### config.mk
export PLATFORM = sky130hd
export DESIGN_NAME = pipe_hazard_ctrl_flat
export DESIGN_NICKNAME = d
export VERILOG_FILES = /design/src/rtl/pipe_hazard_if.sv /design/src/rtl/pipe_hazard_ctrl.sv /design/src/flat_wrapper.sv
export SDC_FILE = /design/constraint.sdc
export NUM_CORES = 1
export LEC_CHECK = 0
export CAP_MARGIN = 20
export CORE_ASPECT_RATIO = 0.5
export CORE_UTILIZATION = 53
export CTS_BUF_LIST = sky130_fd_sc_hd__clkbuf_4 sky130_fd_sc_hd__clkbuf_8
export DETAILED_ROUTE_END_ITERATION = 12
export PLACE_DENSITY = 0.95
export SETUP_SLACK_MARGIN = 0.4
export SLEW_MARGIN = 20
export SYNTH_ARGS = -nofsm -noshare
export SYNTH_HDL_FRONTEND = slang
export SYNTH_SLANG_ARGS = --single-unit
### constraint.sdc
create_clock -name clk -period 4.6 [get_ports clk]
set_clock_uncertainty 0.05 [all_clocks]
set_input_delay 1.38 -clock clk [delete_from_list [all_inputs] [get_ports clk]]
set_output_delay 1.38 -clock clk [all_outputs]
set_load 0.01 [all_outputs]
### src/rtl/pipe_hazard_if.sv
// rtl/pipe_hazard_if.sv - pipeline status in / stage controls out bundle for pipe_hazard_ctrl
interface pipe_hazard_if;
    logic [4:0]  id_rs1;
    logic [4:0]  id_rs2;
    logic        id_use_rs1;
    logic        id_use_rs2;
    logic [4:0]  ex_rd;
    logic        ex_reg_write;
    logic        ex_mem_read;
    logic [4:0]  mem_rd;
    logic        mem_reg_write;
    logic        ex_branch_taken;
    logic        mem_access;
    logic        dmem_ack;
    logic        pc_we;
    logic        ifid_we;
    logic        idex_we;
    logic        exmem_we;
    logic        memwb_we;
    logic        ifid_zero;
    logic        idex_zero;
    logic        exmem_zero;
    logic        memwb_zero;
    logic        mem_fault;
    logic [31:0] stall_cycles;

    modport master (
        output id_rs1, id_rs2, id_use_rs1, id_use_rs2, ex_rd, ex_reg_write, ex_mem_read,
               mem_rd, mem_reg_write, ex_branch_taken, mem_access, dmem_ack,
        input  pc_we, ifid_we, idex_we, exmem_we, memwb_we,
               ifid_zero, idex_zero, exmem_zero, memwb_zero, mem_fault, stall_cycles
    );

    modport slave (
        input  id_rs1, id_rs2, id_use_rs1, id_use_rs2, ex_rd, ex_reg_write, ex_mem_read,
               mem_rd, mem_reg_write, ex_branch_taken, mem_access, dmem_ack,
        output pc_we, ifid_we, idex_we, exmem_we, memwb_we,
               ifid_zero, idex_zero, exmem_zero, memwb_zero, mem_fault, stall_cycles
    );
endinterface

### src/rtl/pipe_hazard_ctrl.sv
// rtl/pipe_hazard_ctrl.sv - 5-stage pipeline stall/flush/fault sequencer (option: PIPE_FORWARD_EN)
module pipe_hazard_ctrl #(
    parameter int MEM_TIMEOUT = 16
) (
    input  logic         clk,
    input  logic         rst,
    pipe_hazard_if.slave bus
);
    localparam int CW = $clog2(MEM_TIMEOUT + 1);

    typedef enum logic [1:0] {ST_RUN, ST_WAIT, ST_FAULT} state_t;

    state_t        state;
    logic [CW-1:0] wait_cnt;
    logic          mem_stall;
    logic          hazard;
    logic          ex_match;
    logic          mem_match;

    function automatic logic src_match(input logic [4:0] rd, input logic [4:0] rs1,
                                       input logic [4:0] rs2, input logic use1,
                                       input logic use2);
        return (rd != 5'd0) && ((use1 && rs1 == rd) || (use2 && rs2 == rd));
    endfunction

    assign ex_match  = src_match(bus.ex_rd, bus.id_rs1, bus.id_rs2, bus.id_use_rs1, bus.id_use_rs2);
    assign mem_match = src_match(bus.mem_rd, bus.id_rs1, bus.id_rs2, bus.id_use_rs1, bus.id_use_rs2);
    assign mem_stall = bus.mem_access && !bus.dmem_ack;

`ifdef PIPE_FORWARD_EN
    // Forwarding covers everything except a load result that is not yet read from memory.
    assign hazard = bus.ex_mem_read && bus.ex_reg_write && ex_match;
`else
    assign hazard = (bus.ex_reg_write && ex_match) || (bus.mem_reg_write && mem_match);
    logic unused_ex_mem_read;
    assign unused_ex_mem_read = bus.ex_mem_read;
`endif

    always_comb begin
        bus.pc_we      = 1'b0;
        bus.ifid_we    = 1'b0;
        bus.idex_we    = 1'b0;
        bus.exmem_we   = 1'b0;
        bus.memwb_we   = 1'b0;
        bus.ifid_zero  = 1'b0;
        bus.idex_zero  = 1'b0;
        bus.exmem_zero = 1'b0;
        bus.memwb_zero = 1'b0;
        bus.mem_fault  = 1'b0;
        if (rst) begin
            // all controls held low
        end else if (state == ST_FAULT) begin
            bus.mem_fault = 1'b1;
        end else if (mem_stall) begin
            // Upstream stages freeze (a taken branch waits in EX); WB gets a bubble.
            bus.memwb_we   = 1'b1;
            bus.memwb_zero = 1'b1;
        end else if (bus.ex_branch_taken) begin
            bus.pc_we     = 1'b1;
            bus.ifid_we   = 1'b1;
            bus.idex_we   = 1'b1;
            bus.exmem_we  = 1'b1;
            bus.memwb_we  = 1'b1;
            bus.ifid_zero = 1'b1;
            bus.idex_zero = 1'b1;
        end else if (hazard) begin
            bus.idex_we   = 1'b1;
            bus.idex_zero = 1'b1;
            bus.exmem_we  = 1'b1;
            bus.memwb_we  = 1'b1;
        end else begin
            bus.pc_we    = 1'b1;
            bus.ifid_we  = 1'b1;
            bus.idex_we  = 1'b1;
            bus.exmem_we = 1'b1;
            bus.memwb_we = 1'b1;
        end
    end

    // wait_cnt holds the stalled cycles already completed for the current access, so the
    // edge that closes the MEM_TIMEOUT-th stalled cycle is the one that enters FAULT.
    always_ff @(posedge clk or posedge rst) begin
        if (rst) begin
            state            <= ST_RUN;
            wait_cnt         <= '0;
            bus.stall_cycles <= 32'd0;
        end else begin
            if (state != ST_FAULT && !bus.pc_we && bus.stall_cycles != 32'hFFFF_FFFF)
                bus.stall_cycles <= bus.stall_cycles + 32'd1;
            case (state)
                ST_RUN: begin
                    if (mem_stall) begin
                        state    <= ST_WAIT;
                        wait_cnt <= CW'(1);
                    end
                end
                ST_WAIT: begin
                    if (bus.dmem_ack) begin
                        state    <= ST_RUN;
                        wait_cnt <= '0;
                    end else if (wait_cnt == CW'(MEM_TIMEOUT - 1)) begin
                        state <= ST_FAULT;
                    end else begin
                        wait_cnt <= wait_cnt + CW'(1);
                    end
                end
                default: state <= ST_FAULT;
            endcase
        end
    end
endmodule

### src/flat_wrapper.sv
// flat-port wrapper written by rule: the top's interface ports become plain ports
module pipe_hazard_ctrl_flat 
#(
    parameter int MEM_TIMEOUT = 16
)
  (clk, rst, bus_id_rs1, bus_id_rs2, bus_id_use_rs1, bus_id_use_rs2, bus_ex_rd, bus_ex_reg_write, bus_ex_mem_read, bus_mem_rd, bus_mem_reg_write, bus_ex_branch_taken, bus_mem_access, bus_dmem_ack, bus_pc_we, bus_ifid_we, bus_idex_we, bus_exmem_we, bus_memwb_we, bus_ifid_zero, bus_idex_zero, bus_exmem_zero, bus_memwb_zero, bus_mem_fault, bus_stall_cycles);
  pipe_hazard_if bus_i ();
  input  logic clk;
  input  logic rst;
  input wire logic [$bits(bus_i.id_rs1)-1:0] bus_id_rs1;
  input wire logic [$bits(bus_i.id_rs2)-1:0] bus_id_rs2;
  input wire logic [$bits(bus_i.id_use_rs1)-1:0] bus_id_use_rs1;
  input wire logic [$bits(bus_i.id_use_rs2)-1:0] bus_id_use_rs2;
  input wire logic [$bits(bus_i.ex_rd)-1:0] bus_ex_rd;
  input wire logic [$bits(bus_i.ex_reg_write)-1:0] bus_ex_reg_write;
  input wire logic [$bits(bus_i.ex_mem_read)-1:0] bus_ex_mem_read;
  input wire logic [$bits(bus_i.mem_rd)-1:0] bus_mem_rd;
  input wire logic [$bits(bus_i.mem_reg_write)-1:0] bus_mem_reg_write;
  input wire logic [$bits(bus_i.ex_branch_taken)-1:0] bus_ex_branch_taken;
  input wire logic [$bits(bus_i.mem_access)-1:0] bus_mem_access;
  input wire logic [$bits(bus_i.dmem_ack)-1:0] bus_dmem_ack;
  output wire logic [$bits(bus_i.pc_we)-1:0] bus_pc_we;
  output wire logic [$bits(bus_i.ifid_we)-1:0] bus_ifid_we;
  output wire logic [$bits(bus_i.idex_we)-1:0] bus_idex_we;
  output wire logic [$bits(bus_i.exmem_we)-1:0] bus_exmem_we;
  output wire logic [$bits(bus_i.memwb_we)-1:0] bus_memwb_we;
  output wire logic [$bits(bus_i.ifid_zero)-1:0] bus_ifid_zero;
  output wire logic [$bits(bus_i.idex_zero)-1:0] bus_idex_zero;
  output wire logic [$bits(bus_i.exmem_zero)-1:0] bus_exmem_zero;
  output wire logic [$bits(bus_i.memwb_zero)-1:0] bus_memwb_zero;
  output wire logic [$bits(bus_i.mem_fault)-1:0] bus_mem_fault;
  output wire logic [$bits(bus_i.stall_cycles)-1:0] bus_stall_cycles;
  assign bus_i.id_rs1 = bus_id_rs1;
  assign bus_i.id_rs2 = bus_id_rs2;
  assign bus_i.id_use_rs1 = bus_id_use_rs1;
  assign bus_i.id_use_rs2 = bus_id_use_rs2;
  assign bus_i.ex_rd = bus_ex_rd;
  assign bus_i.ex_reg_write = bus_ex_reg_write;
  assign bus_i.ex_mem_read = bus_ex_mem_read;
  assign bus_i.mem_rd = bus_mem_rd;
  assign bus_i.mem_reg_write = bus_mem_reg_write;
  assign bus_i.ex_branch_taken = bus_ex_branch_taken;
  assign bus_i.mem_access = bus_mem_access;
  assign bus_i.dmem_ack = bus_dmem_ack;
  assign bus_pc_we = bus_i.pc_we;
  assign bus_ifid_we = bus_i.ifid_we;
  assign bus_idex_we = bus_i.idex_we;
  assign bus_exmem_we = bus_i.exmem_we;
  assign bus_memwb_we = bus_i.memwb_we;
  assign bus_ifid_zero = bus_i.ifid_zero;
  assign bus_idex_zero = bus_i.idex_zero;
  assign bus_exmem_zero = bus_i.exmem_zero;
  assign bus_memwb_zero = bus_i.memwb_zero;
  assign bus_mem_fault = bus_i.mem_fault;
  assign bus_stall_cycles = bus_i.stall_cycles;
  pipe_hazard_ctrl #(.MEM_TIMEOUT(MEM_TIMEOUT)) u_core (.clk(clk), .rst(rst), .bus(bus_i));
endmodule
==> out/metrics.csv <==
stage,metric,value,unit
status,outcome,"finished, final reports clean",
floorplan,design.portCount,72,
sta,fin_crit_sh,0.908,
yosys,synth_seq_cells,39,
cells_and_area,num-nets-final,355,
clocking,clock-sinks,39,
yosys,ys_seq_area_frac,0.394,
clocking,tritoncts,built,
clocking,cts_buffers,5,
pwr,power.density,284,nW/um2
grt,antenna_found_initial,0,
drt,via_count,2182,
grt,grt_pass1_wl,9.83,mm
yosys,syn_nets,268,
critical_path,cp-start-kind,primary input,
critical_path,path_buf_inv,3,
critical_path,crit_family,compound AO/OA/AOI/OAI gates,
placed_design,dp_hpwl,4.49,mm
worst_hold_path,hold_depth,1,
floorplan,coreArea,4450,um2
yosys,yosys-top-cells-count,"43 x xor2_1, 39 x dfrtp_1, 17 x nand2_1, 11 x nand3_1",
placed_design,place_area,3300,um2
drt,wl_per_cell,16.1,um
critical_path,reg2reg_depth,8,
pwr,leakage,1.57,nW
critical_path,worst_path_max_delay_cell,o32ai_4,
drt,antenna_left,0,
sta,max_freq,240,MHz
yosys,async_reset_ff_frac,1.00,
critical_path,end_kind,primary output,
placed_design,place_congestion,0.943,
sta,maxSlewHeadroom,0.603,
clocking,ctsHoldBuffers,0,
yosys,synth_area,2480,um2
floorplan,rows,17,
grt,grt_pass1_vias,2160,
clocking,htree_levels,2,
grt,grt_overflow_total,0,
critical_path,cp.arrival,2.74,ns
critical_path,worst-path-max-fanout,3,
critical_path,crit_chain,buf_8 > buf_6 > xor2_4 > nor4_4 > a32oi_2 > o32ai_4 > nor2_2 > buf_2,
yosys,yosys.area.top_type,dfrtp_1,
floorplan,initial_utilization,0.557,
worst_hold_path,hold_class,reg2reg,
floorplan,dieArea,4970,um2
placed_design,io_buffers,69,
cells_and_area,post_route_cells_drive_above_1_share,0.288,
clocking,clockBufferDepth,2,
drt,vias_per_cell,5.74,
sta,tightest_slew,0.593,ns
sta,setup_violations,0,
yosys,synth_top_area_share,0.394,
critical_path,cpPeakStageDelay,0.32,ns
drt,drtIter0Drc,123,
drt,drc,0,
sta,rsz0062_at_grt,yes,
critical_path,crit_required,3.17,ns
placed_design,preCtsSetupSlack,-0.365,ns
pwr,worst_ir_drop_vdd,0.159,mV
yosys,ys_types,46,
floorplan,die_h,50.3,um
floorplan,die_x,98.7,um
pwr,total_power,985,uW
yosys,ys.flop_type,dfrtp_1,
clocking,worstSkewPairLatency,0.30,ns
critical_path,crit_cells,8,
yosys,syn_inst,235,
yosys,synth_edf_count,0,
yosys,synthTopCellsByArea,"dfrtp_1 39%, xor2_1 15%, nor4_2 4.0%",
clocking,cts-root-buf,clkbuf_8,
yosys,synth.most_common_cell,xor2_1,
cells_and_area,n_fill_cell,276,
critical_path,worstSetupPathType,in2out,
clocking,clkSlewWorstSetupHoldPaths,0.08,ns
sta,hold_viol_final,0,
drt,finalWirelength,6.13,mm
run,drv_cap,0,
yosys,syn-mean-instance-area,10.5,um2
grt,grt_usage,0.259,
sta,setup_ws,0.425,ns
cells_and_area,diodes,0,
yosys,yosysWarningCount,0,
cells_and_area,stdcell_area,3470,um2
drt,first_pass_iters,4,
cells_and_area,syn_to_final_growth,40.0,%
sta,maxSlewViolCount,0,
grt,grt_max_degree,40,
sta,final.min_clock_period,4.17,ns
[area by class of cell]
| cell class | instances | area (um2) | share of cell area |
|---|---|---|---|
| Multi-Input combinational cell | 181 | 1500 | 0.434 |
| Sequential cell | 39 | 976 | 0.281 |
| Timing Repair Buffer | 86 | 769 | 0.222 |
| Tap cell | 57 | 71.3 | 0.0206 |
| Clock buffer | 5 | 68.8 | 0.0198 |
| Clock inverter | 3 | 43.8 | 0.0126 |
| Inverter | 9 | 33.8 | 0.00974 |
[state kept, by name, indices dropped and copies added, names as in the netlist]
register	flops
u_core.wait_cnt	5
u_core.bus.stall_cycles	32
u_core.state	2
[worst reg2reg max path, cell delays in order, from the launching register on]
cell and delay, ns:
dfrtp_1 0.45, and4_1 0.37, nand4_4 0.26, nor4_2 0.44
nor2_1 0.13, o21ai_4 0.26, buf_4 0.26, nor3_2 0.05
xor2_1 0.15
[power breakdown]
part | switching, mW | leakage (nW) | internal [mW]
Sequential | 0.0550 | 0.507 | 0.378
Combinational | 0.121 | 1.00 | 0.143
Clock | 0.127 | 0.0581 | 0.162
[worst paths after layout]
| path | slack, ns | from | end |
|---|---|---|---|
| worst min register to register | 0.44 | u_core.bus.stall_cycles[5]$_DFFE_PP0P_ | u_core.bus.stall_cycles[5]$_DFFE_PP0P_ |
| worst max-delay path | 0.43 | bus_mem_rd[0] | bus_ifid_we |
| worst min-delay path | 0.44 | u_core.bus.stall_cycles[5]$_DFFE_PP0P_ | u_core.bus.stall_cycles[5]$_DFFE_PP0P_ |
| min in group asynchronous | 1.56 | rst | u_core.bus.stall_cycles[19]$_DFFE_PP0P_ |
| worst max register to register | 2.05 | u_core.bus.stall_cycles[2]$_DFFE_PP0P_ | u_core.bus.stall_cycles[16]$_DFFE_PP0P_ |
| max in group asynchronous | 2.60 | rst | u_core.bus.stall_cycles[30]$_DFFE_PP0P_ |
[metal layers]
metal / track usage / vias to the layer above / wire length [um]
met5: 0 / - / 0
met4: 0.114 / 0 / 169
met2: 0.471 / 107 / 3070
met1: 0.289 / 1051 / 2450
li1: - / 1003 / -
met3: 0.0738 / 21 / 450
[repair_timing]
action | in CTS | in global routing
buffers inserted | 1 | 1
resized for setup | 78 | 26
pin swaps | 17 | 15
setup endpoints to repair | 6 | 5
[per-stage QoR]
step            util  TNS, ns  hold WS, ns  std cells
2_1_floorplan      -        0        0.393        235
3_3_place_gp   0.742   -0.939        0.411        370
3_5_place_dp   0.742    -1.04        0.431        370
4_1_cts        0.767        0        0.446        379
5_1_grt        0.780        0        0.468        380
6_report       0.780        0        0.443        380
[cell usage in the layout (no fill, tap or decap), drive strengths merged, types with 2 or more instances in the layout]
cell	count
clkbuf	9
buf	31
dfrtp	39
nor3	12
o21ai	9
or4	3
dlygate4sd2	3
nor4	16
ha	3
and3	4
nand4	10
nand2	17
or3	2
nor2	17
and2	4
clkdlybuf4s15	4
nor3b	3
inv	9
nor2b	2
nand3	11
xnor2	8
and4	4
clkinv	2
xor2	43
dlymetal6s2s	2
clkdlybuf4s50	42
a32oi	2
[cells by family after synthesis]
kind of cell | Yosys count | share of synthesized area
adders and majority gates | 3 | 0.0152
other | 1 | 0.00151
AOI/OAI and AO/OA | 18 | 0.0612
xor gates and xnor gates | 51 | 0.180
DFF | 39 | 0.394
buffers and inverters | 15 | 0.0399
and+or+nand+nor | 107 | 0.302
muxes | 1 | 0.00606
(Power assumes the default switching activity.)
